File: config.mk
export PLATFORM = sky130hd
export DESIGN_NAME = uart_tx_arbiter_flat
export DESIGN_NICKNAME = d
export VERILOG_FILES = /design/src/rtl/uart_tx_arbiter_if.sv /design/src/rtl/uart_tx_arbiter.sv /design/src/flat_wrapper.sv
export SDC_FILE = /design/constraint.sdc
export NUM_CORES = 1
export LEC_CHECK = 0
export CORE_MARGIN = 5
export CORE_UTILIZATION = 30
export CTS_CLUSTER_DIAMETER = 150
export CTS_CLUSTER_SIZE = 8
export DETAILED_ROUTE_END_ITERATION = 8
export PLACE_DENSITY = 0.59
export SYNTH_ARGS = -nofsm -noshare
export SYNTH_HDL_FRONTEND = slang
export SYNTH_SLANG_ARGS = --single-unit
File: constraint.sdc
create_clock -name clk -period 3.7 [get_ports clk]
set_clock_uncertainty 0.15 [all_clocks]
set_input_delay 1.11 -clock clk [delete_from_list [all_inputs] [get_ports clk]]
set_output_delay 1.11 -clock clk [all_outputs]
set_load 0.02 [all_outputs]
File: src/rtl/uart_tx_arbiter_if.sv
// Byte handshake bundle between two requesters, the UART transmit arbiter and the serializer.
interface uart_tx_arbiter_if;
    logic       req0_valid;
    logic [7:0] req0_data;
    logic       req0_last;
    logic       req0_ready;
    logic       req1_valid;
    logic [7:0] req1_data;
    logic       req1_last;
    logic       req1_ready;
    logic       tx_start;
    logic [7:0] tx_data;
    logic       tx_busy;
    logic [1:0] grant;
    logic       locked;

    modport slave (
        input  req0_valid, req0_data, req0_last,
        input  req1_valid, req1_data, req1_last,
        input  tx_busy,
        output req0_ready, req1_ready,
        output tx_start, tx_data, grant, locked
    );

    modport master (
        output req0_valid, req0_data, req0_last,
        output req1_valid, req1_data, req1_last,
        output tx_busy,
        input  req0_ready, req1_ready,
        input  tx_start, tx_data, grant, locked
    );
endinterface

File: src/rtl/uart_tx_arbiter.sv
// Round-robin, message-locking arbiter sharing one UART serializer between two byte requesters.
// Optional CR/LF expansion of 8'h0A is enabled by defining UART_ARB_CRLF_EN.
module uart_tx_arbiter #(
    parameter int IDLE_GAP     = 0,
    parameter int HOLD_TIMEOUT = 4096
) (
    input  logic             clk,
    input  logic             resetn,
    uart_tx_arbiter_if.slave bus
);
    localparam int GW = (IDLE_GAP > 1) ? $clog2(IDLE_GAP) : 1;
    localparam int HW = (HOLD_TIMEOUT > 1) ? $clog2(HOLD_TIMEOUT) : 1;
    localparam logic [GW-1:0] GAP_LAST  = GW'((IDLE_GAP > 0) ? IDLE_GAP - 1 : 0);
    localparam logic [HW-1:0] HOLD_LAST = HW'((HOLD_TIMEOUT > 0) ? HOLD_TIMEOUT - 1 : 0);

    typedef enum logic [2:0] {
        S_IDLE,
        S_START,
        S_WAIT,
        S_GAP,
        S_HOLD
    } state_t;

    state_t        state, state_n;
    logic [7:0]    tx_data_q, tx_data_n;
    logic [1:0]    grant_q, grant_n;
    logic          locked_q, locked_n;
    logic          rr_q, rr_n;
    logic          seen_busy_q, seen_busy_n;
    logic [1:0]    wait_cnt_q, wait_cnt_n;
    logic [GW-1:0] gap_cnt_q, gap_cnt_n;
    logic [HW-1:0] hold_cnt_q, hold_cnt_n;
    logic          crlf_pending_q, crlf_pending_n;

    logic          sel;
    logic          eligible;
    logic [7:0]    sel_data;
    logic          sel_last;
    logic          post_frame;

    // In HOLD only the lock owner may win; in IDLE a tie goes to the rr pointer.
    always_comb begin
        sel      = 1'b0;
        eligible = 1'b0;
        if (state == S_IDLE) begin
            sel      = (bus.req0_valid && bus.req1_valid) ? rr_q : bus.req1_valid;
            eligible = (bus.req0_valid || bus.req1_valid) && !bus.tx_busy;
        end else if (state == S_HOLD) begin
            sel      = grant_q[1];
            eligible = (grant_q[1] ? bus.req1_valid : bus.req0_valid) && !bus.tx_busy;
        end
        sel_data = sel ? bus.req1_data : bus.req0_data;
        sel_last = sel ? bus.req1_last : bus.req0_last;
    end

    assign bus.req0_ready = resetn && eligible && !sel;
    assign bus.req1_ready = resetn && eligible && sel;
    assign bus.tx_start   = (state == S_START);
    assign bus.tx_data    = tx_data_q;
    assign bus.grant      = grant_q;
    assign bus.locked     = locked_q;

    always_ff @(posedge clk or negedge resetn) begin
        if (!resetn) begin
            state          <= S_IDLE;
            tx_data_q      <= 8'h00;
            grant_q        <= 2'b00;
            locked_q       <= 1'b0;
            rr_q           <= 1'b0;
            seen_busy_q    <= 1'b0;
            wait_cnt_q     <= 2'd0;
            gap_cnt_q      <= '0;
            hold_cnt_q     <= '0;
            crlf_pending_q <= 1'b0;
        end else begin
            state          <= state_n;
            tx_data_q      <= tx_data_n;
            grant_q        <= grant_n;
            locked_q       <= locked_n;
            rr_q           <= rr_n;
            seen_busy_q    <= seen_busy_n;
            wait_cnt_q     <= wait_cnt_n;
            gap_cnt_q      <= gap_cnt_n;
            hold_cnt_q     <= hold_cnt_n;
            crlf_pending_q <= crlf_pending_n;
        end
    end

    always_comb begin
        state_n        = state;
        tx_data_n      = tx_data_q;
        grant_n        = grant_q;
        locked_n       = locked_q;
        rr_n           = rr_q;
        seen_busy_n    = seen_busy_q;
        wait_cnt_n     = wait_cnt_q;
        gap_cnt_n      = gap_cnt_q;
        hold_cnt_n     = hold_cnt_q;
        crlf_pending_n = crlf_pending_q;
        post_frame     = 1'b0;

        case (state)
            S_IDLE, S_HOLD: begin
                if (eligible) begin
                    state_n    = S_START;
                    tx_data_n  = sel_data;
                    grant_n    = sel ? 2'b10 : 2'b01;
                    locked_n   = !sel_last;
                    hold_cnt_n = '0;
`ifdef UART_ARB_CRLF_EN
                    if (sel_data == 8'h0A) begin
                        tx_data_n      = 8'h0D;
                        crlf_pending_n = 1'b1;
                    end
`endif
                end else if (state == S_HOLD) begin
                    if (hold_cnt_q == HOLD_LAST) begin
                        state_n  = S_IDLE;
                        locked_n = 1'b0;
                        grant_n  = 2'b00;
                        rr_n     = !grant_q[1];
                    end else begin
                        hold_cnt_n = hold_cnt_q + 1'b1;
                    end
                end
            end
            S_START: begin
                state_n     = S_WAIT;
                seen_busy_n = 1'b0;
                wait_cnt_n  = 2'd0;
            end
            // A serializer that never raises busy within two cycles is treated as done.
            S_WAIT: begin
                if (bus.tx_busy) begin
                    seen_busy_n = 1'b1;
                end else if (seen_busy_q || (wait_cnt_q == 2'd2)) begin
                    if (IDLE_GAP > 0) begin
                        state_n   = S_GAP;
                        gap_cnt_n = '0;
                    end else begin
                        post_frame = 1'b1;
                    end
                end
                if (!seen_busy_q && (wait_cnt_q != 2'd2)) begin
                    wait_cnt_n = wait_cnt_q + 1'b1;
                end
            end
            S_GAP: begin
                if (gap_cnt_q == GAP_LAST) begin
                    post_frame = 1'b1;
                end else begin
                    gap_cnt_n = gap_cnt_q + 1'b1;
                end
            end
            default: begin
                state_n = S_IDLE;
            end
        endcase

        // The LF half of an expanded newline keeps grant and lock until it has gone out.
        if (post_frame) begin
            if (crlf_pending_q) begin
                tx_data_n      = 8'h0A;
                crlf_pending_n = 1'b0;
                state_n        = S_START;
            end else if (locked_q) begin
                state_n    = S_HOLD;
                hold_cnt_n = '0;
            end else begin
                state_n = S_IDLE;
                grant_n = 2'b00;
                rr_n    = !grant_q[1];
            end
        end
    end
endmodule

File: src/flat_wrapper.sv
// flat-port wrapper written by rule: the top's interface ports become plain ports
module uart_tx_arbiter_flat 
#(
    parameter int IDLE_GAP     = 0,
    parameter int HOLD_TIMEOUT = 4096
)
  (clk, resetn, bus_req0_valid, bus_req0_data, bus_req0_last, bus_req1_valid, bus_req1_data, bus_req1_last, bus_tx_busy, bus_req0_ready, bus_req1_ready, bus_tx_start, bus_tx_data, bus_grant, bus_locked);
  uart_tx_arbiter_if bus_i ();
  input  logic clk;
  input  logic resetn;
  input wire logic [$bits(bus_i.req0_valid)-1:0] bus_req0_valid;
  input wire logic [$bits(bus_i.req0_data)-1:0] bus_req0_data;
  input wire logic [$bits(bus_i.req0_last)-1:0] bus_req0_last;
  input wire logic [$bits(bus_i.req1_valid)-1:0] bus_req1_valid;
  input wire logic [$bits(bus_i.req1_data)-1:0] bus_req1_data;
  input wire logic [$bits(bus_i.req1_last)-1:0] bus_req1_last;
  input wire logic [$bits(bus_i.tx_busy)-1:0] bus_tx_busy;
  output wire logic [$bits(bus_i.req0_ready)-1:0] bus_req0_ready;
  output wire logic [$bits(bus_i.req1_ready)-1:0] bus_req1_ready;
  output wire logic [$bits(bus_i.tx_start)-1:0] bus_tx_start;
  output wire logic [$bits(bus_i.tx_data)-1:0] bus_tx_data;
  output wire logic [$bits(bus_i.grant)-1:0] bus_grant;
  output wire logic [$bits(bus_i.locked)-1:0] bus_locked;
  assign bus_i.req0_valid = bus_req0_valid;
  assign bus_i.req0_data = bus_req0_data;
  assign bus_i.req0_last = bus_req0_last;
  assign bus_i.req1_valid = bus_req1_valid;
  assign bus_i.req1_data = bus_req1_data;
  assign bus_i.req1_last = bus_req1_last;
  assign bus_i.tx_busy = bus_tx_busy;
  assign bus_req0_ready = bus_i.req0_ready;
  assign bus_req1_ready = bus_i.req1_ready;
  assign bus_tx_start = bus_i.tx_start;
  assign bus_tx_data = bus_i.tx_data;
  assign bus_grant = bus_i.grant;
  assign bus_locked = bus_i.locked;
  uart_tx_arbiter #(.IDLE_GAP(IDLE_GAP), .HOLD_TIMEOUT(HOLD_TIMEOUT)) u_core (.clk(clk), .resetn(resetn), .bus(bus_i));
endmodule
## Yosys cells after proc, flatten, opt, wreduce, memory -nomap -nowiden

Cells that the tools add are included.

- Add/subtract/negate cells: 3
- Equal/unequal tests: 12
- Muxes and demuxes: 45
- Reduce and logical (&&, ||, !) cells: 25

Operators with widths:

| cell | count |
|---|---|
| 2-to-1 mux 12 bit | 6 |
| 2-to-1 mux 1 bit | 21 |
| 2-to-1 mux 2 bit | 8 |
| 2-to-1 mux 3 bit | 5 |
| adder 12 x 1 -> 12 bit, second input constant | 1 |
| == test 12 bit, second input constant | 1 |
| case mux 3 bit (3 select lines) | 1 |
| 2-to-1 mux 8 bit | 1 |
| inequality test 4 x 1 -> 1 bit, second input constant | 2 |
| logical AND 1 bit | 7 |
| == test 3 x 2 -> 1 bit, second input constant | 2 |
| AND reduction 2 bit | 3 |
| AND reduction 3 bit | 2 |
| nonzero test 2 bit | 3 |
| logical NOT 1 bit | 5 |
| inequality test 2 x 1 -> 1 bit, second input constant | 2 |
| inequality test 2 bit, second input constant | 2 |
| case mux 1 bit (2 select lines) | 2 |
| case mux 2 bit (2 select lines) | 1 |
| OR reduction 2 bit | 2 |
| == test 3 x 1 -> 1 bit, second input constant | 1 |
| == test 3 bit, second input constant | 1 |
| logical NOT 3 bit | 1 |
| adder 2 x 1 -> 2 bit, second input constant | 1 |
| other kinds (3) | 4 |

- Register bits after elaboration: 31
- Bits of input ports: 23
- Output and inout bits: 14
- Logic and storage cells: 94

## Logic depth before layout (Yosys ltp)

Gate-level depths: netlist of the first run.

- Word-level depth: 8
- Depth in mapped cells: 7
- Depth with buffers taken out: 6

## Worst setup path after synthesis of the first run

Ideal clock, no wire load.

- Path type: input-to-output
- Start point: input bus_req1_valid
- End point: output bus_req1_ready
- Data arrival time: 2.434 ns
- Data required time: 2.440 ns
- Slack: 0.006 ns
- Cell stages on the path: 6
- Buffers on the path: 1
- Cell sequence: mux2i_1 -> a2111o_1 -> inv_1 -> buf_4 -> nand2_1 -> nor3_1

- Word-level cells in the longest chain between the ends: 6
- Elaborated cells on any way between the ends: 11
- Those cells by class: 5 x mux; 6 x reduce/logical

RTL lines:

| item | RTL line | source |
|---|---|---|
| from (decl) | flat_wrapper.sv:14 | `input wire logic [$bits(bus_i.req1_valid)-1:0] bus_req1_valid;` |
| 2-to-1 mux 1 bit | uart_tx_arbiter.sv:50 | `eligible = (grant_q[1] ? bus.req1_valid : bus.req0_valid) && !bus.tx_busy;` |
| logical AND 1 bit | uart_tx_arbiter.sv:50 |  |
| 2-to-1 mux 1 bit | uart_tx_arbiter.sv:48 | `end else if (state == S_HOLD) begin` |
| 2-to-1 mux 1 bit | uart_tx_arbiter.sv:45 | `if (state == S_IDLE) begin` |
| logical AND 1 bit | uart_tx_arbiter.sv:57 | `assign bus.req1_ready = resetn && eligible && sel;` |
| logical AND 1 bit * | uart_tx_arbiter.sv:57 |  |
| to (decl) | flat_wrapper.sv:19 | `output wire logic [$bits(bus_i.req1_ready)-1:0] bus_req1_ready;` |

Every way passes the cells marked *; elsewhere a longest branch is shown, timed or not.

## Worst setup path after layout of the first run

- Start point: input bus_req1_valid
- End point: output bus_req0_ready

- Word-level cells in the longest chain between the ends: 6
- Elaborated cells on any way between the ends: 12
- Those cells by class: 5 x mux; 7 x reduce/logical

RTL lines:

| item | RTL line | source |
|---|---|---|
| 2-to-1 mux 1 bit | uart_tx_arbiter.sv:50 |  |
| logical AND 1 bit | uart_tx_arbiter.sv:50 |  |
| 2-to-1 mux 1 bit | uart_tx_arbiter.sv:48 |  |
| 2-to-1 mux 1 bit | uart_tx_arbiter.sv:45 |  |
| logical AND 1 bit | uart_tx_arbiter.sv:56 | `assign bus.req0_ready = resetn && eligible && !sel;` |
| logical AND 1 bit * | uart_tx_arbiter.sv:56 |  |
| to (decl) | flat_wrapper.sv:18 | `output wire logic [$bits(bus_i.req0_ready)-1:0] bus_req0_ready;` |

Marks and branches as above.

==> key figures, run 1 <==
Floorplanning
  • Die H: 84.4 um
  • Site Rows: 27
  • Core box area: 5440 um2
  • Initial Util: 30.5%
  • I/O pin count: 37
  • Die width: 84.4 um
  • Full die area: 7130 um2

Timing
  • Final Cycle Share: 94.7%
  • Setup violators final: 0
  • Worst Tran Pin Value: 0.595 ns
  • Final Hold Fails: 0
  • RSZ-0062 raised after global routing: false
  • Slew Limit Fails: 0
  • Clock period minus worst slack: 3.50 ns
  • Highest achievable clock rate: 286 MHz
  • Post-route setup slack: 0.198 ns
  • Slew HR: 60.0%

Placement
  • Cell total after placement: 292
  • Port Buf Inserts: 36
  • Routability Congestion: 0.754
  • Placed inst area: 2140 um2
  • Post-DP HPWL: 2980 um
  • Pre-CTS setup slack: -0.590 ns

Power
  • Switch share: 39.7%
  • Sw power: 0.000584 W
  • Sequential share of power: 34.6%
  • Comb pwr share: 46.8%
  • Leakage power: 0.899 nW
  • Final Power: 0.00147 W
  • Maximum VDD drop: 0.371 mV
  • Internal power: 0.000888 W
  • Clock share of power: 18.6%
  • PwrDens: 657 nW/um2

GRT
  • Routing usage on met1: 17.6%
  • All-Layer GR Usage: 12.5%
  • GR Overflow Total: 0
  • GR peak layer: met2
  • Antenna violations before repair: 0
  • First-pass GRT wire length: 7190 um
  • Largest net degree at the start of global routing: 31
  • Routing usage on met3: 2.75%
  • GR Util met2: 19.0%
  • Vias in the first global route: 1493

Final layout
  • Fin nets: 252
  • Finished Cell Area: 2240 um2
  • Final cell count without fillers: 300
  • Layout cell share with drive strength beyond 1: 14.0%
  • Area Growth Syn to Fin: 34.9%
  • Final core utilization: 41.2%
  • Ant. Diodes: 0

Synthesis
  • Library cells used by synthesis: 44
  • Top_reg_cell synth: dfrtp_1
  • Syn_nets: 209
  • Synth top area cells: dfrtp_1, o21ai_0, a21oi_1, a31oi_1, nand3_1
  • Most frequent cell after synthesis: dfrtp_1
  • Asr flop ratio synth: 100%
  • Top cell type by total area after synthesis: dfrtp_1
  • Synthesized area: 1660 um2
  • Area share of the largest cell type after synthesis: 45.2%
  • Number of synthesized register bits: 30
  • Synth Instances: 184
  • Commonest cells post-synth: dfrtp_1, o21ai_0, nor2_1
  • Mapped Avg Cell Area: 9.03 um2
  • Syn. warnings: 0
  • Seq/Total Area, Yosys: 45.2%
  • EDFF count, synth: 0

Critical path
  • Worst-path cell chain: dlygate4sd2_1, mux2i_1, a2111o_1, inv_2, nand2_2, a21oi_2, buf_4
  • Buf/Inv on CP: 3
  • Arr. time, crit path: 2.24 ns
  • Critical Path Fanout Max: 2
  • Critical Path Sink Type: output port
  • WS Path Type: input pin to output port
  • Crit path launch: bus_req1_valid
  • R2r startpoint: u_core.state[0]
  • Critical Path RT: 2.44 ns
  • Critical path's slowest cell: a2111o_1
  • Startpoint type of the worst setup path: input pin
  • Delay-heaviest family, CP: compound AO/OA/AOI/OAI gates
  • R2R Setup Slk: 1.53 ns
  • Critical Path Max Stage Delay: 0.40 ns

Routing
  • Via Count: 1552
  • Avg WL per Cell: 14.1 um
  • Vias per cell: 5.17
  • First-pass iteration count of the detailed router: 4
  • Drt total wl: 4220 um
  • Initial DRC Count: 96
  • Residual DRC: 0
  • Final ANT Viol Nets: 0

Min path
  • Worst Hold Class: register to register
  • Min-delay src: u_core.rr_q

Clock tree
  • Total clock sinks: 30
  • CTS tree: done
  • Clock root cell: clkbuf_8
  • Clk_lat worst skew: 0.28 ns
  • Worst-path clk slew: 0.07 ns
  • H-Tree Depth: 2
  • Cts bufs inserted: 5
  • Clock tree buffer depth: 2

Run status
  • Status: finished, final reports clean

Run
  • Max_cap viols: 0
flip-flops by register name, indices dropped and copies added, names as in the netlist:
signal	flops
u_core.bus.grant	2
u_core.bus.locked	1
u_core.bus.tx_data	8
u_core.hold_cnt_q	12
u_core.rr_q	1
u_core.seen_busy_q	1
u_core.state	3
u_core.wait_cnt_q	2
cells in the final DEF (no fill, tap or decap), types with 2 or more instances in the layout:
master,n
clkdlybuf4s50_1,31
dfrtp_1,30
o21ai_0,20
nor2_1,14
buf_4,14
a21oi_1,12
nand3_1,12
a31oi_1,10
nand2_1,8
nor3_1,7
clkbuf_8,6
inv_1,5
nand4_1,3
and4_1,3
o31ai_1,3
or3_1,3
or4_1,3
nand2b_1,2
mux2i_1,2
and4b_1,2
and3_1,2
a21oi_2,2
nand3b_1,2
a22o_1,2
a32o_1,2
ha_1,2
dlygate4sd2_1,2
area by class of cell:
| cell class | instances | area, um2 |
|---|---|---|
| Multi-Input combinational cell | 136 | 842 |
| Inverter | 6 | 22.5 |
| Clock inverter | 1 | 5.00 |
| Sequential cell | 30 | 751 |
| Timing Repair Buffer | 48 | 445 |
| Clock buffer | 7 | 86.3 |
| Fill cell | 546 | 3200 |
| Tap cell | 72 | 90.1 |
power groups by stage:
| stage | clock (W) | combinational, W | sequential [W] |
|---|---|---|---|
| after floorplan | 0 | 0.000354 | 0.000561 |
| after global placement | 0 | 0.000684 | 0.000512 |
| after detailed placement | 0 | 0.000688 | 0.000513 |
| after CTS | 0.000282 | 0.000695 | 0.000509 |
| after global routing | 0.000297 | 0.000763 | 0.000528 |
| final | 0.000273 | 0.000690 | 0.000509 |
worst register-to-register path, cell delays in order, from the launching register on:
cell	delay, ns
dfrtp_1	0.38
or2_2	0.31
a2111o_1	0.38
inv_2	0.08
buf_4	0.23
a21o_1	0.38
nor3_1	0.12
cell families after synthesis:
group,synth area share (%)
buffers and inverters,4.82
xor gates and xnor gates,0.527
and+or+nand+nor,25.9
AOI/OAI and AO/OA,20.9
muxes,1.20
adders and majority gates,1.51
DFF,45.2
final timing paths:
| check | end | depth (start not counted) |
|---|---|---|
| min reg2reg | u_core.rr_q | 2 |
| min in group asynchronous | u_core.bus.tx_data[6] | 2 |
| min | u_core.rr_q | 2 |
| max reg2reg | u_core.hold_cnt_q[11] | 6 |
| max | bus_req0_ready | 7 |
| max in group asynchronous | u_core.hold_cnt_q[11] | 2 |
stage by stage:
stage          TNS, ns  hold slack [ns]
4_1_cts              0            0.385
3_3_place_gp     -1.15            0.374
2_1_floorplan        0            0.348
5_1_grt              0            0.416
6_report             0            0.379
3_5_place_dp     -1.17            0.375
layer usage:
layer	routed length, um	vias up
li1	-	771
met1	2090	744
met3	143	5
met5	0	-
met2	1930	32
met4	60	0
timing repair:
item,4_1_cts,5_1_grt
resized for setup,17,1
hold buffers,0,0
pin swaps,1,1
setup buffers,0,0
gates cloned,0,0
endpoints found under the hold margin,0,0
setup endpoints to repair,2,1
(Power assumes the default switching activity.)
==> inputs of run 2 (changes only) <==
PLACE_DENSITY = default   (was 0.59)
PLACE_DENSITY_LB_ADDON = 0.25   (was default)
SKIP_CTS_REPAIR_TIMING = 1   (was default)
==> run 2 against run 1 <==
Against the previous run:
- die area did not move
- register-to-register slack got worse by 0.07 ns
- via count fell by 0.45%
- critical path depth did not move
- clock power barely moved
- global-route usage fell by 0.069 points
- non-clock buffer count rose by 1
- maximum frequency rose by 2.2%
- count of clock-buffer cells in the layout did not move
- sequential power fell by 2%
- cell area rose by 0.67%
- sequential share of layout area fell by 0.22 points
- critical path type unchanged
- critical endpoint is now bus_req1_ready
- highest routed layer unchanged
==> key figures, run 2 (synthesis results as in run 1) <==
Min path
  • Worst Hold Class: register to register (unchanged)

Critical path
  • Worst Setup EP: bus_req1_ready (was bus_req0_ready)
  • Worst r2r path cells: 6 (unchanged)
  • Critical Path RT: 2.44 ns (about the same)
  • Reg-to-Reg End: u_core.hold_cnt_q[9] (was u_core.hold_cnt_q[11])
  • R2R Setup Slk: 1.46 ns (was 1.53 ns)
  • WS Path Type: input pin to output port (unchanged)
  • Critical Path Fanout Max: 2 (unchanged)
  • Crit path launch: bus_req1_valid (unchanged)
  • R2r startpoint: u_core.state[0] (unchanged)
  • Critical Path Sink Type: output port (unchanged)
  • Arr. time, crit path: 2.17 ns (was 2.24 ns)
  • Startpoint type of the worst setup path: input pin (unchanged)

Timing
  • Final Hold Fails: 0 (unchanged)
  • Clock period minus worst slack: 3.43 ns (was 3.50 ns)
  • Setup violators final: 0 (unchanged)
  • Worst Tran Pin Value: 0.595 ns (about the same)
  • Highest achievable clock rate: 292 MHz (was 286 MHz)
  • Minimum hold slack: 0.386 ns (was 0.379 ns)
  • Slew HR: 60.0% (about the same)
  • Slew Limit Fails: 0 (unchanged)
  • Final Cycle Share: 92.7% (was 94.7%)
  • RSZ-0062 raised after global routing: false (unchanged)

Floorplanning
  • Full die area: 7130 um2 (unchanged)
  • Die width: 84.4 um (unchanged)
  • Initial Util: 30.5% (unchanged)
  • Die H: 84.4 um (unchanged)
  • I/O pin count: 37 (unchanged)
  • Core box area: 5440 um2 (unchanged)
  • Site Rows: 27 (unchanged)

Final layout
  • Most frequent cells in the layout: clkdlybuf4s50_1, dfrtp_1, o21ai_0 (unchanged)
  • Area of the multi-input gates: 842 um2 (unchanged)
  • Area Growth Syn to Fin: 35.8% (was 34.9%)
  • Most flop-heavy register: u_core.hold_cnt_q (unchanged)
  • Final cell count without fillers: 301 (was 300)
  • Fin nets: 253 (was 252)
  • FILL cells: 534 (was 546)
  • Layout cell share with drive strength beyond 1: 14.4% (was 14.0%)
  • Register area: 751 um2 (unchanged)
  • Ant. Diodes: 0 (unchanged)
  • Most common cell after layout, fill and taps aside: clkdlybuf4s50_1 (unchanged)
  • Max reg flops: 12 (unchanged)

Power
  • Comb pwr share: 47.8% (was 46.8%)
  • Sequential share of power: 33.7% (was 34.6%)
  • Internal power: 0.000895 W (was 0.000888 W)
  • Switch share: 39.3% (was 39.7%)
  • PwrDens: 654 nW/um2 (was 657 nW/um2)
  • Maximum VDD drop: 0.288 mV (was 0.371 mV)
  • Clock share of power: 18.5% (was 18.6%)
  • Sw power: 0.000581 W (was 0.000584 W)
  • Leakage power: 0.919 nW (was 0.899 nW)

Routing
  • Top Metal Used: met4 (unchanged)
  • Drt total wl: 4230 um (was 4220 um)
  • Final ANT Viol Nets: 0 (unchanged)
  • Met3 routed WL: 124 um (was 143 um)
  • Met2 wire len: 2000 um (was 1930 um)
  • Via Count: 1545 (was 1552)
  • Vias per cell: 5.13 (was 5.17)
  • First-pass iteration count of the detailed router: 4 (unchanged)
  • Avg WL per Cell: 14.0 um (was 14.1 um)
  • Wl on met1: 2040 um (was 2090 um)
  • Initial DRC Count: 113 (was 96)
  • Residual DRC: 0 (unchanged)

Run
  • Max_cap viols: 0 (unchanged)

Placement
  • Cell total after placement: 293 (was 292)
  • Port Buf Inserts: 36 (unchanged)
  • Routability Congestion: 0.717 (was 0.754)
  • Post-DP HPWL: 2990 um (was 2980 um)

Clock tree
  • Worst-path clk slew: 0.07 ns (about the same)
  • Cts bufs inserted: 5 (unchanged)
  • H-Tree Depth: 2 (unchanged)
  • Clk_lat worst skew: 0.28 ns (about the same)
  • Clock root cell: clkbuf_8 (unchanged)
  • Total clock sinks: 30 (unchanged)
  • CTS tree: done (unchanged)
  • Clock tree buffer depth: 2 (unchanged)

GRT
  • Vias in the first global route: 1406 (was 1493)
  • GR Overflow Total: 0 (unchanged)
  • Antenna violations before repair: 0 (unchanged)
  • Largest net degree at the start of global routing: 31 (unchanged)
  • First-pass GRT wire length: 7170 um (was 7190 um)
  • All-Layer GR Usage: 12.4% (was 12.5%)

Run status
  • Status: finished, final reports clean (unchanged)
==> run 2: cell count changes in the layout (fill, tap and decap cells not counted) <==
cell | before | now
dlygate4sd2_1 | 2 | 0
dlymetal6s2s_1 | 1 | 3
buf_4 | 14 | 15
==> run 2: power groups by stage <==
stage | combinational (W) | clock [W] | sequential [W]
finish | 0.000706 | 0.000273 | 0.000498
global route | 0.000778 | 0.000300 | 0.000514
CTS | 0.000710 | 0.000280 | 0.000498
detailed placement | 0.000706 | 0 | 0.000502
global placement | 0.000709 | 0 | 0.000504
floorplan | 0.000354 | 0 | 0.000561
==> run 2: layer usage <==
layer	track usage (%)	vias up
li1	-	775
met5	0	-
met2	18.6	24
met3	2.75	4
met4	4.75	0
met1	17.4	742
==> run 2: worst min-delay path by stage <==
stage | slack (ns) | start | depth (start not counted) | end
5_1_grt | 0.42 | u_core.rr_q | 2 | u_core.rr_q
3_5_place_dp | 0.38 | u_core.wait_cnt_q[0] | 1 | u_core.wait_cnt_q[0]
2_1_floorplan | 0.35 | u_core.rr_q | 2 | u_core.rr_q
4_1_cts | 0.39 | u_core.rr_q | 2 | u_core.rr_q
6_report | 0.39 | u_core.rr_q | 2 | u_core.rr_q
3_3_place_gp | 0.38 | u_core.rr_q | 2 | u_core.rr_q
==> run 2: cell type report <==
type	instances	area share, %
Multi-Input combinational cell	136	37.3
Sequential cell	30	33.3
Tap cell	72	3.99
Clock inverter	1	0.222
Clock buffer	7	3.82
Inverter	6	0.998
Timing Repair Buffer	49	20.4
==> run 2: metrics by stage <==
step | setup TNS, ns | setup WS, ns | power, W | cell area [um2] | utilization (%)
finish | 0 | 0.272 | 0.00148 | 2260 | 41.5
global route | 0 | 0.188 | 0.00159 | 2260 | 41.5
CTS | -1.18 | -0.622 | 0.00149 | 2240 | 41.2
detailed placement | -1.16 | -0.611 | 0.00121 | 2150 | 39.6
global placement | -1.13 | -0.584 | 0.00121 | 2150 | 39.6
floorplan | 0 | 0.00647 | 0.000914 | 1660 | -
==> run 2: worst max-delay path, stage by stage <==
cell	delay [ns]
dlymetal6s2s_1	0.10
mux2i_1	0.08
a2111o_1	0.40
inv_2	0.08
nand2_2	0.06
nor3_2	0.16
buf_4	0.17
